## src/rtl/operand_selector.sv

```systemverilog
`default_nettype none
// +--------------------------------------------------------------------+
// | Module   : operand_selector                                        |
// | Picks operand matrix IDs A/B (switch entry or LFSR) and checks     |
// | their dimensions against the requested matrix operation.           |
// | Revision : 1.0  initial release                                    |
// +--------------------------------------------------------------------+
module operand_selector #(
  parameter int         ID_W      = 4,
  parameter int         MAX_TRIES = 16,
  parameter logic [7:0] LFSR_SEED = 8'hA5
) (
  input  logic            clk,
  input  logic            rst_n,
  input  logic            start_select,
  input  logic            manual_mode,
  input  logic [2:0]      op_sel,
  input  logic [ID_W-1:0] id_sw,
  input  logic            key_confirm,
  input  logic [ID_W:0]   mat_count,
  output logic [ID_W-1:0] dim_id,
  input  logic [2:0]      dim_rows,
  input  logic [2:0]      dim_cols,
  output logic            select_done,
  output logic            select_error,
  output logic [ID_W-1:0] selected_a,
  output logic [ID_W-1:0] selected_b,
  output logic            busy,
  output logic [1:0]      phase
);

  localparam logic [2:0] c_OP_TRANSPOSE = 3'b000;
  localparam logic [2:0] c_OP_ADD       = 3'b001;
  localparam logic [2:0] c_OP_SCALAR    = 3'b010;
  localparam logic [2:0] c_OP_MATMUL    = 3'b011;
  localparam logic [2:0] c_OP_DET       = 3'b100;
  localparam logic [7:0] c_LFSR_TAPS    = 8'h71;  // x^6+x^5+x^4+1 below the x^8 term
  localparam logic [7:0] c_MAX_TRIES    = 8'(MAX_TRIES);

  typedef enum logic [3:0] {
    S_IDLE    = 4'd0,
    S_WAIT_A  = 4'd1,
    S_WAIT_B  = 4'd2,
    S_RAND    = 4'd3,
    S_FETCH_A = 4'd4,
    S_FETCH_B = 4'd5,
    S_CHECK   = 4'd6,
    S_DONE    = 4'd7,
    S_ERR     = 4'd8
  } state_t;

  state_t          r_state;
  state_t          w_state_nxt;
  state_t          w_start_state;
  logic [7:0]      r_lfsr;
  logic [7:0]      r_tries;
  logic            r_manual;
  logic [2:0]      r_op;
  logic [ID_W-1:0] r_a;
  logic [ID_W-1:0] r_b;
  logic [2:0]      r_ra;
  logic [2:0]      r_ca;
  logic [ID_W-1:0] r_sel_a;
  logic [ID_W-1:0] r_sel_b;
  logic [ID_W-1:0] r_dim_last;

  logic            w_unary;
  logic            w_id_bad;
  logic [ID_W-1:0] w_rand_a;
  logic [ID_W-1:0] w_rand_b;
  logic            w_rand_reject;
  logic [7:0]      w_tries_inc;
  logic            w_compat;

  assign w_unary       = (r_op == c_OP_TRANSPOSE) || (r_op == c_OP_SCALAR) || (r_op == c_OP_DET);
  assign w_id_bad      = ({1'b0, id_sw} >= mat_count);
  assign w_rand_a      = r_lfsr[ID_W-1:0];
  assign w_rand_b      = w_unary ? w_rand_a : r_lfsr[7:8-ID_W];
  assign w_rand_reject = ({1'b0, w_rand_a} >= mat_count) || ({1'b0, w_rand_b} >= mat_count);
  assign w_tries_inc   = r_tries + 8'd1;
  assign selected_a    = r_sel_a;
  assign selected_b    = r_sel_b;

  // B's dimensions are taken straight off the store bus during CHECK
  always_comb begin
    w_compat = 1'b1;
    case (r_op)
      c_OP_ADD:    w_compat = (r_ra == dim_rows) && (r_ca == dim_cols);
      c_OP_MATMUL: w_compat = (r_ca == dim_rows);
      c_OP_DET:    w_compat = (r_ra == r_ca);
      default:     w_compat = 1'b1;
    endcase
  end

  always_comb begin
    w_start_state = S_RAND;
    if ((mat_count == '0) || (op_sel > c_OP_DET)) begin
      w_start_state = S_ERR;
    end else if (manual_mode) begin
      w_start_state = S_WAIT_A;
    end
  end

  always_ff @(posedge clk or negedge rst_n) begin
    if (!rst_n) begin
      r_state <= S_IDLE;
    end else begin
      r_state <= w_state_nxt;
    end
  end

  always_comb begin
    w_state_nxt  = r_state;
    busy         = 1'b0;
    phase        = 2'd0;
    select_done  = 1'b0;
    select_error = 1'b0;
    dim_id       = r_dim_last;
    case (r_state)
      S_WAIT_A: begin
        busy  = 1'b1;
        phase = 2'd1;
        if (key_confirm) begin
          if (w_id_bad)     w_state_nxt = S_ERR;
          else if (w_unary) w_state_nxt = S_FETCH_A;
          else              w_state_nxt = S_WAIT_B;
        end
      end
      S_WAIT_B: begin
        busy  = 1'b1;
        phase = 2'd2;
        if (key_confirm) begin
          w_state_nxt = w_id_bad ? S_ERR : S_FETCH_A;
        end
      end
      S_RAND: begin
        busy  = 1'b1;
        phase = 2'd3;
        if (!w_rand_reject)                 w_state_nxt = S_FETCH_A;
        else if (w_tries_inc == c_MAX_TRIES) w_state_nxt = S_ERR;
      end
      S_FETCH_A: begin
        busy        = 1'b1;
        phase       = 2'd3;
        dim_id      = r_a;
        w_state_nxt = S_FETCH_B;
      end
      S_FETCH_B: begin
        busy        = 1'b1;
        phase       = 2'd3;
        dim_id      = r_b;
        w_state_nxt = S_CHECK;
      end
      S_CHECK: begin
        busy  = 1'b1;
        phase = 2'd3;
        if (w_compat)                                w_state_nxt = S_DONE;
        else if (r_manual || (r_tries == c_MAX_TRIES)) w_state_nxt = S_ERR;
        else                                         w_state_nxt = S_RAND;
      end
      S_DONE:  select_done  = 1'b1;
      S_ERR:   select_error = 1'b1;
      default: w_state_nxt  = r_state;
    endcase
    if (start_select) begin
      w_state_nxt = w_start_state;
    end
  end

  always_ff @(posedge clk or negedge rst_n) begin
    if (!rst_n) begin
      r_lfsr     <= LFSR_SEED;
      r_dim_last <= '0;
    end else begin
      r_lfsr     <= {r_lfsr[6:0], 1'b0} ^ (r_lfsr[7] ? c_LFSR_TAPS : 8'h00);
      r_dim_last <= dim_id;
    end
  end

  always_ff @(posedge clk or negedge rst_n) begin
    if (!rst_n) begin
      r_tries  <= '0;
      r_manual <= 1'b0;
      r_op     <= '0;
      r_a      <= '0;
      r_b      <= '0;
      r_ra     <= '0;
      r_ca     <= '0;
      r_sel_a  <= '0;
      r_sel_b  <= '0;
    end else if (start_select) begin
      r_tries  <= '0;
      r_manual <= manual_mode;
      r_op     <= op_sel;
      r_sel_a  <= '0;
      r_sel_b  <= '0;
    end else begin
      case (r_state)
        S_WAIT_A: begin
          // B mirrors A so unary ops need no second entry
          if (key_confirm) begin
            r_a <= id_sw;
            r_b <= id_sw;
          end
        end
        S_WAIT_B: begin
          if (key_confirm) r_b <= id_sw;
        end
        S_RAND: begin
          r_a     <= w_rand_a;
          r_b     <= w_rand_b;
          r_tries <= w_tries_inc;
        end
        S_FETCH_B: begin
          r_ra <= dim_rows;
          r_ca <= dim_cols;
        end
        S_CHECK: begin
          if (w_compat) begin
            r_sel_a <= r_a;
            r_sel_b <= r_b;
          end
        end
        default: ;
      endcase
    end
  end

`ifndef SYNTHESIS
  always_ff @(posedge clk) begin
    if (rst_n) begin
      assert (!(select_done && select_error));
      assert (r_lfsr != 8'h00);
    end
  end
`endif

endmodule
`default_nettype wire
```

## config.mk

```make
export PLATFORM = sky130hd
export DESIGN_NAME = operand_selector
export DESIGN_NICKNAME = d
export VERILOG_FILES = /design/src/rtl/operand_selector.sv
export SDC_FILE = /design/constraint.sdc
export NUM_CORES = 1
export LEC_CHECK = 0
export CAP_MARGIN = 20
export CORE_UTILIZATION = 59
export DETAILED_ROUTE_END_ITERATION = 12
export PLACE_DENSITY = 0.86
export SYNTH_ARGS = -nofsm -noshare
export SYNTH_HDL_FRONTEND = slang
export SYNTH_SLANG_ARGS = --single-unit
```

## constraint.sdc

```tcl
create_clock -name clk -period 6.08 [get_ports clk]
set_clock_uncertainty 0.05 [all_clocks]
set_input_delay 1.216 -clock clk [delete_from_list [all_inputs] [get_ports clk]]
set_output_delay 1.216 -clock clk [all_outputs]
set_load 0.02 [all_outputs]
```

* Word level (Yosys, flattened, before mapping)
Cells that the tools add are included.
** Operators by class
- Add/subtract/negate cells :: 1
- Bitwise logic cells :: 2
- Equality and inequality tests :: 23
- Reduce and logical (&&, ||, !) cells :: 22
- Mux-type cells :: 32
- Magnitude comparators :: 4
** Operators by type and width (number)
- 2-to-1 mux 4 bit :: 18
- one-hot mux 4 bit (2 select lines) :: 3
- one-hot mux 4 bit (6 select lines) :: 1
- == test 4 x 3 -> 1 bit, second input constant :: 4
- == test 8 x 5 -> 1 bit, second input constant :: 2
- 2-to-1 mux 8 bit :: 2
- >= comparator 4 x 5 -> 1 bit :: 3
- == test 3 bit :: 4
- nonzero test 2 bit :: 5
- adder 8 x 1 -> 8 bit, second input constant :: 1
- == test 4 x 2 -> 1 bit, second input constant :: 2
- XOR 8 x 7 -> 8 bit :: 1
- 2-to-1 mux 7 bit :: 1
- nonzero test 7 bit :: 1
- == test 3 x 2 -> 1 bit, second input constant :: 2
- inequality test 3 bit, second input constant :: 2
- one-hot mux 2 bit (3 select lines) :: 1
- AND reduction 3 bit :: 2
- OR reduction 6 bit :: 1
- zero test 5 bit :: 1
- logical OR 1 bit :: 5
- == test 4 x 1 -> 1 bit, second input constant :: 1
- == test 4 bit, second input constant :: 1
- inequality test 4 bit, second input constant :: 1
- other kinds (16) :: 19
** Storage, ports and cells
- Input port bits :: 23
- Bits in registers :: 50
- Output and inout port bits :: 17
- Word-level logic and storage cells :: 96

* Depth between registers and ports, before layout
- Depth after elaboration :: 9
- Gate-level depth with buffers :: 9

* Worst setup path before layout
No wires, ideal clock.
- Kind :: input-to-reg
- Start point :: input port mat_count[2]
- End point :: register r_state[2]
- Data required time :: 5.926 ns
- Slack :: 3.146 ns
- Data arrival time :: 2.781 ns
- Cell stages on the path :: 8
- Library setup time :: 0.104 ns
- Path through :: inv_1 ha_1 or4_1 a21oi_1 o22ai_1 a21oi_1 nor4_2 o41ai_2
** On the way
- Longest elaborated chain between the ends :: 5
- Elaborated cells on any way between the ends :: 13
- Those cells by class :: 3 x order compare; 1 x eq/ne; 7 x mux; 2 x reduce/logical
** RTL lines
- start, declared :: RTL line 20 : input logic [ID_W:0] mat_count,
- >= comparator 4 x 5 -> 1 bit (on tied branches) :: RTL line 76, 79
- 2-to-1 mux 4 bit (tied with other cells) :: RTL line 133 : w_state_nxt = w_id_bad ? S_ERR : S_FETCH_A;
- 2-to-1 mux 4 bit (on tied branches) :: RTL line 132, 123, 139
- one-hot mux 4 bit (6 select lines) :: RTL line 119 : case (r_state)
- 2-to-1 mux 4 bit :: RTL line 165 : if (start_select) begin
- end signal, assigned :: RTL line 108 : r_state <= w_state_nxt;
- end, declared :: RTL line 52 : state_t r_state;
Parallel ways exist; a longest one is shown, timed or not. The select of a mux whose other input is x is not followed.
A chain may end at the register's enable or synchronous reset.

* Final worst setup path
- Start point :: register r_state[2]
- End point :: output port dim_id[1]
** On the way
- Longest elaborated chain between the ends :: 2
- Elaborated cells on any way between the ends :: 3
- Those cells by class :: 2 x eq/ne; 1 x mux
** RTL lines
- == test 4 x 3 -> 1 bit :: RTL line 119
- one-hot mux 4 bit (2 select lines) (*) :: RTL line 119
- end, declared :: RTL line 21 : output logic [ID_W-1:0] dim_id,
Mark *: on every way between the ends. The rest lies on a longest branch, timed or not.

==> impl_metrics.yaml <==
die:
  start_util: 0.6170
  pin_count: 40
  die_y_um: 72.28
  fp.dieW_um: 72.28
  core-area_mm2: 0.004723
  die_area_mm2: 0.005224
  row_count: 25
global_routing:
  grt_max_degree: 51
  grt_pass1_wl_um: 10060
  track_usage: 0.2474
  antenna_found_initial: 0
  grt_overflow_total: 0
  grt_pass1_vias: 2212
synthesis:
  syn_avg_cell_area_um2: 9.845
  synth.distinct_cells: 56
  ys_seq_area_frac: 0.4311
  synth.top_cells.by_area: "dfrtp_1 (40%), ha_1 (6.0%), mux2i_1 (4.8%), mux2_2 (4.6%), nor2_1 (4.3%)"
  async_flop_share: 1.000
  syn_area_mm2: 0.002914
  ys_warn_count: 0
  synthCells: 296
  synth_top_area_share: 0.3950
  synth_seq_cells: 50
  synth_fp_nets: 333
  synth_edf_count: 0
  synth_ff_type: "dfrtp_1"
  synth_largest_area_cell: "dfrtp_1"
timing:
  hold_viol: 0
  hold-worst-slack_ns: 0.3535
  rsz0062_at_grt: "no"
  tightestPinTransition_ns: 0.7615
  setup_viol: 0
  post-route-period-util: 0.5972
  drv_slew: 0
  max-slew-margin-rel: 0.4923
  period_needed_ns: 3.631
  fmax_mhz: 275.4
  finalSetupTns_ns: 0
worst_setup_path:
  worst-setup-path-type: "flip-flop to primary output"
  slowest_stage: "clkdlybuf4s50_1"
  max_stage_delay_ns: 0.63
  setup.worst_path.start: "r_state[2]"
  cp-start-kind: "flip-flop"
  cp.required_ns: 4.81
  end_kind: "primary output"
  critPathMaxFanout: 11
  ff2ff_path_depth: 9
  reg2reg_from: "r_op[1]"
  critical_path_arrival_ns: 2.36
  path_cells: "nand2b_1 > nor2_2 > nor2_1 > a21oi_1 > clkdlybuf4s50_1"
cells_and_area:
  fill_cells: 340
  final_area_mm2: 0.003466
  layout_commonest_cell: "dfrtp_1"
  final_layout_size_suffix_gt1_frac: 0.1039
  nNetsFinal: 373
  area_growth_pct: 18.94
  mostFrequentLayoutCells: "dfrtp_1 (46), clkdlybuf4s50_1 (38), nor2_1 (33)"
  antenna_cells: 0
clock_tree:
  cts.htree.levels: 2
  cts.clk_slew.worst_paths_ns: 0.09
  insertion_delay_ns: 0.31
  cts.path.max_buffers: 2
  post_cts_resized: 0
  post_cts_buffers: 0
  clock_sinks: 50
  cts_buffers: 5
  cts-root-buf: "clkbuf_8"
  cts_tree: "done"
  holdBufCountCts: 0
route:
  viasPerCell: 5.941
  wirelength_um: 6021
  drt_first_pass_iters: 4
  antenna_left: 0
  drc_errors: 0
  num_vias: 2400
  avgRoutedWirePerCell_um: 14.90
  drt-initial-drc-count: 171
placed_design:
  dp_hpwl_um: 4487
  io_buffers: 39
  placed_cell_area_mm2: 0.003356
  place.gp.congestion: 0.9081
worst_hold_path:
  min_path_cells: 0
  worstHoldStart: "r_lfsr[6]"
  hold_class: "flip-flop to flip-flop"
run:
  maxCapViolations: 0
pwr:
  leakagePower_nw: 1.517
  ir_worst_vdd_mv: 0.1526
  p_per_area_mw_per_mm2: 284.8
outcome:
  status: "finished clean"
==> stage by stage <==
stage | setup WS, ns | utilization | total power, mW | cells
2_1_floorplan | 3.146 | - | 0.6734 | 296
3_3_place_gp | 2.569 | 0.7105 | 0.7793 | 395
3_5_place_dp | 2.501 | 0.7105 | 0.7959 | 395
4_1_cts | 2.444 | 0.7295 | 0.9885 | 403
5_1_grt | 2.227 | 0.7338 | 1.044 | 404
6_report | 2.449 | 0.7338 | 0.9872 | 404
==> path summary, 6_finish.rpt <==
check,end,slack [ns]
max in group asynchronous,r_a[2],4.75
worst min-delay path,r_lfsr[7],0.35
worst max-delay path,dim_id[1],2.45
worst min register to register,r_lfsr[7],0.35
worst max register to register,r_state[2],2.84
min in group asynchronous,r_tries[4],0.74
==> worst max-delay path: cells and delay by family, from the launching register on <==
kind,cells,cell delay (ns)
AO/OA/AOI/OAI,1,0.17
buffers and inverters,1,0.63
flip-flops,1,0.58
AND/OR/NAND/NOR,3,0.68
==> sequential cells by signal, indices dropped and copies added (netlist names), 3 cells and up <==
register and count:
r_a 4, selected_b 4, r_dim_last 4, r_lfsr 8
r_state 4, r_op 3, r_tries 8, r_ra 3
selected_a 4, r_ca 3, r_b 4
==> cell usage after synthesis (5+ instances only) <==
| cell | number |
|---|---|
| dfrtp_1 | 46 |
| nor2_1 | 33 |
| nand2_1 | 25 |
| a21oi_1 | 21 |
| ha_1 | 14 |
| mux2i_1 | 14 |
| inv_1 | 13 |
| xor2_1 | 13 |
| mux2_2 | 12 |
| o21ai_0 | 10 |
| xnor2_1 | 7 |
| a21o_1 | 6 |
| clkbuf_1 | 6 |
| nand3_1 | 6 |
| nor3_1 | 6 |
| nor4_1 | 6 |
| o211ai_1 | 5 |
==> metal layers <==
layer,GRT usage,share of wire,vias up
li1,-,-,1145
met1,0.3397,0.47,1180
met2,0.4060,0.47,66
met3,0.02917,0.040,9
met4,0.08932,0.015,0
met5,0,0,-
==> final cells by class <==
class | instances | area (µm²) | area share
well taps | 67 | 83.83 | 0.02419
clock buffers | 5 | 68.82 | 0.01986
multi-input cells | 224 | 1567 | 0.4520
clock inverters | 3 | 21.27 | 0.006137
flip-flops and latches | 50 | 1256 | 0.3625
inverters | 13 | 48.80 | 0.01408
repair buffers | 42 | 420.4 | 0.1213
==> report_power, final <==
group          internal [mW]  switching [mW]  total (mW)
combinational          0.157           0.160       0.317
clock                 0.0810           0.113       0.194
sequential             0.400          0.0761       0.476
==> cells by family (layout without fill, tap and decap cells) <==
kind of cell    Yosys count  after routing  synth area share
flops                    50             50            0.4311
xor+xnor                 20             20           0.06011
simple gates            103            103            0.1795
buf+inv                  22             63           0.03134
mux                      26             26           0.09446
compound gates           60             60            0.1400
fa+ha+maj                15             15           0.06355
Note: power is estimated with default switching activity, not from simulation.
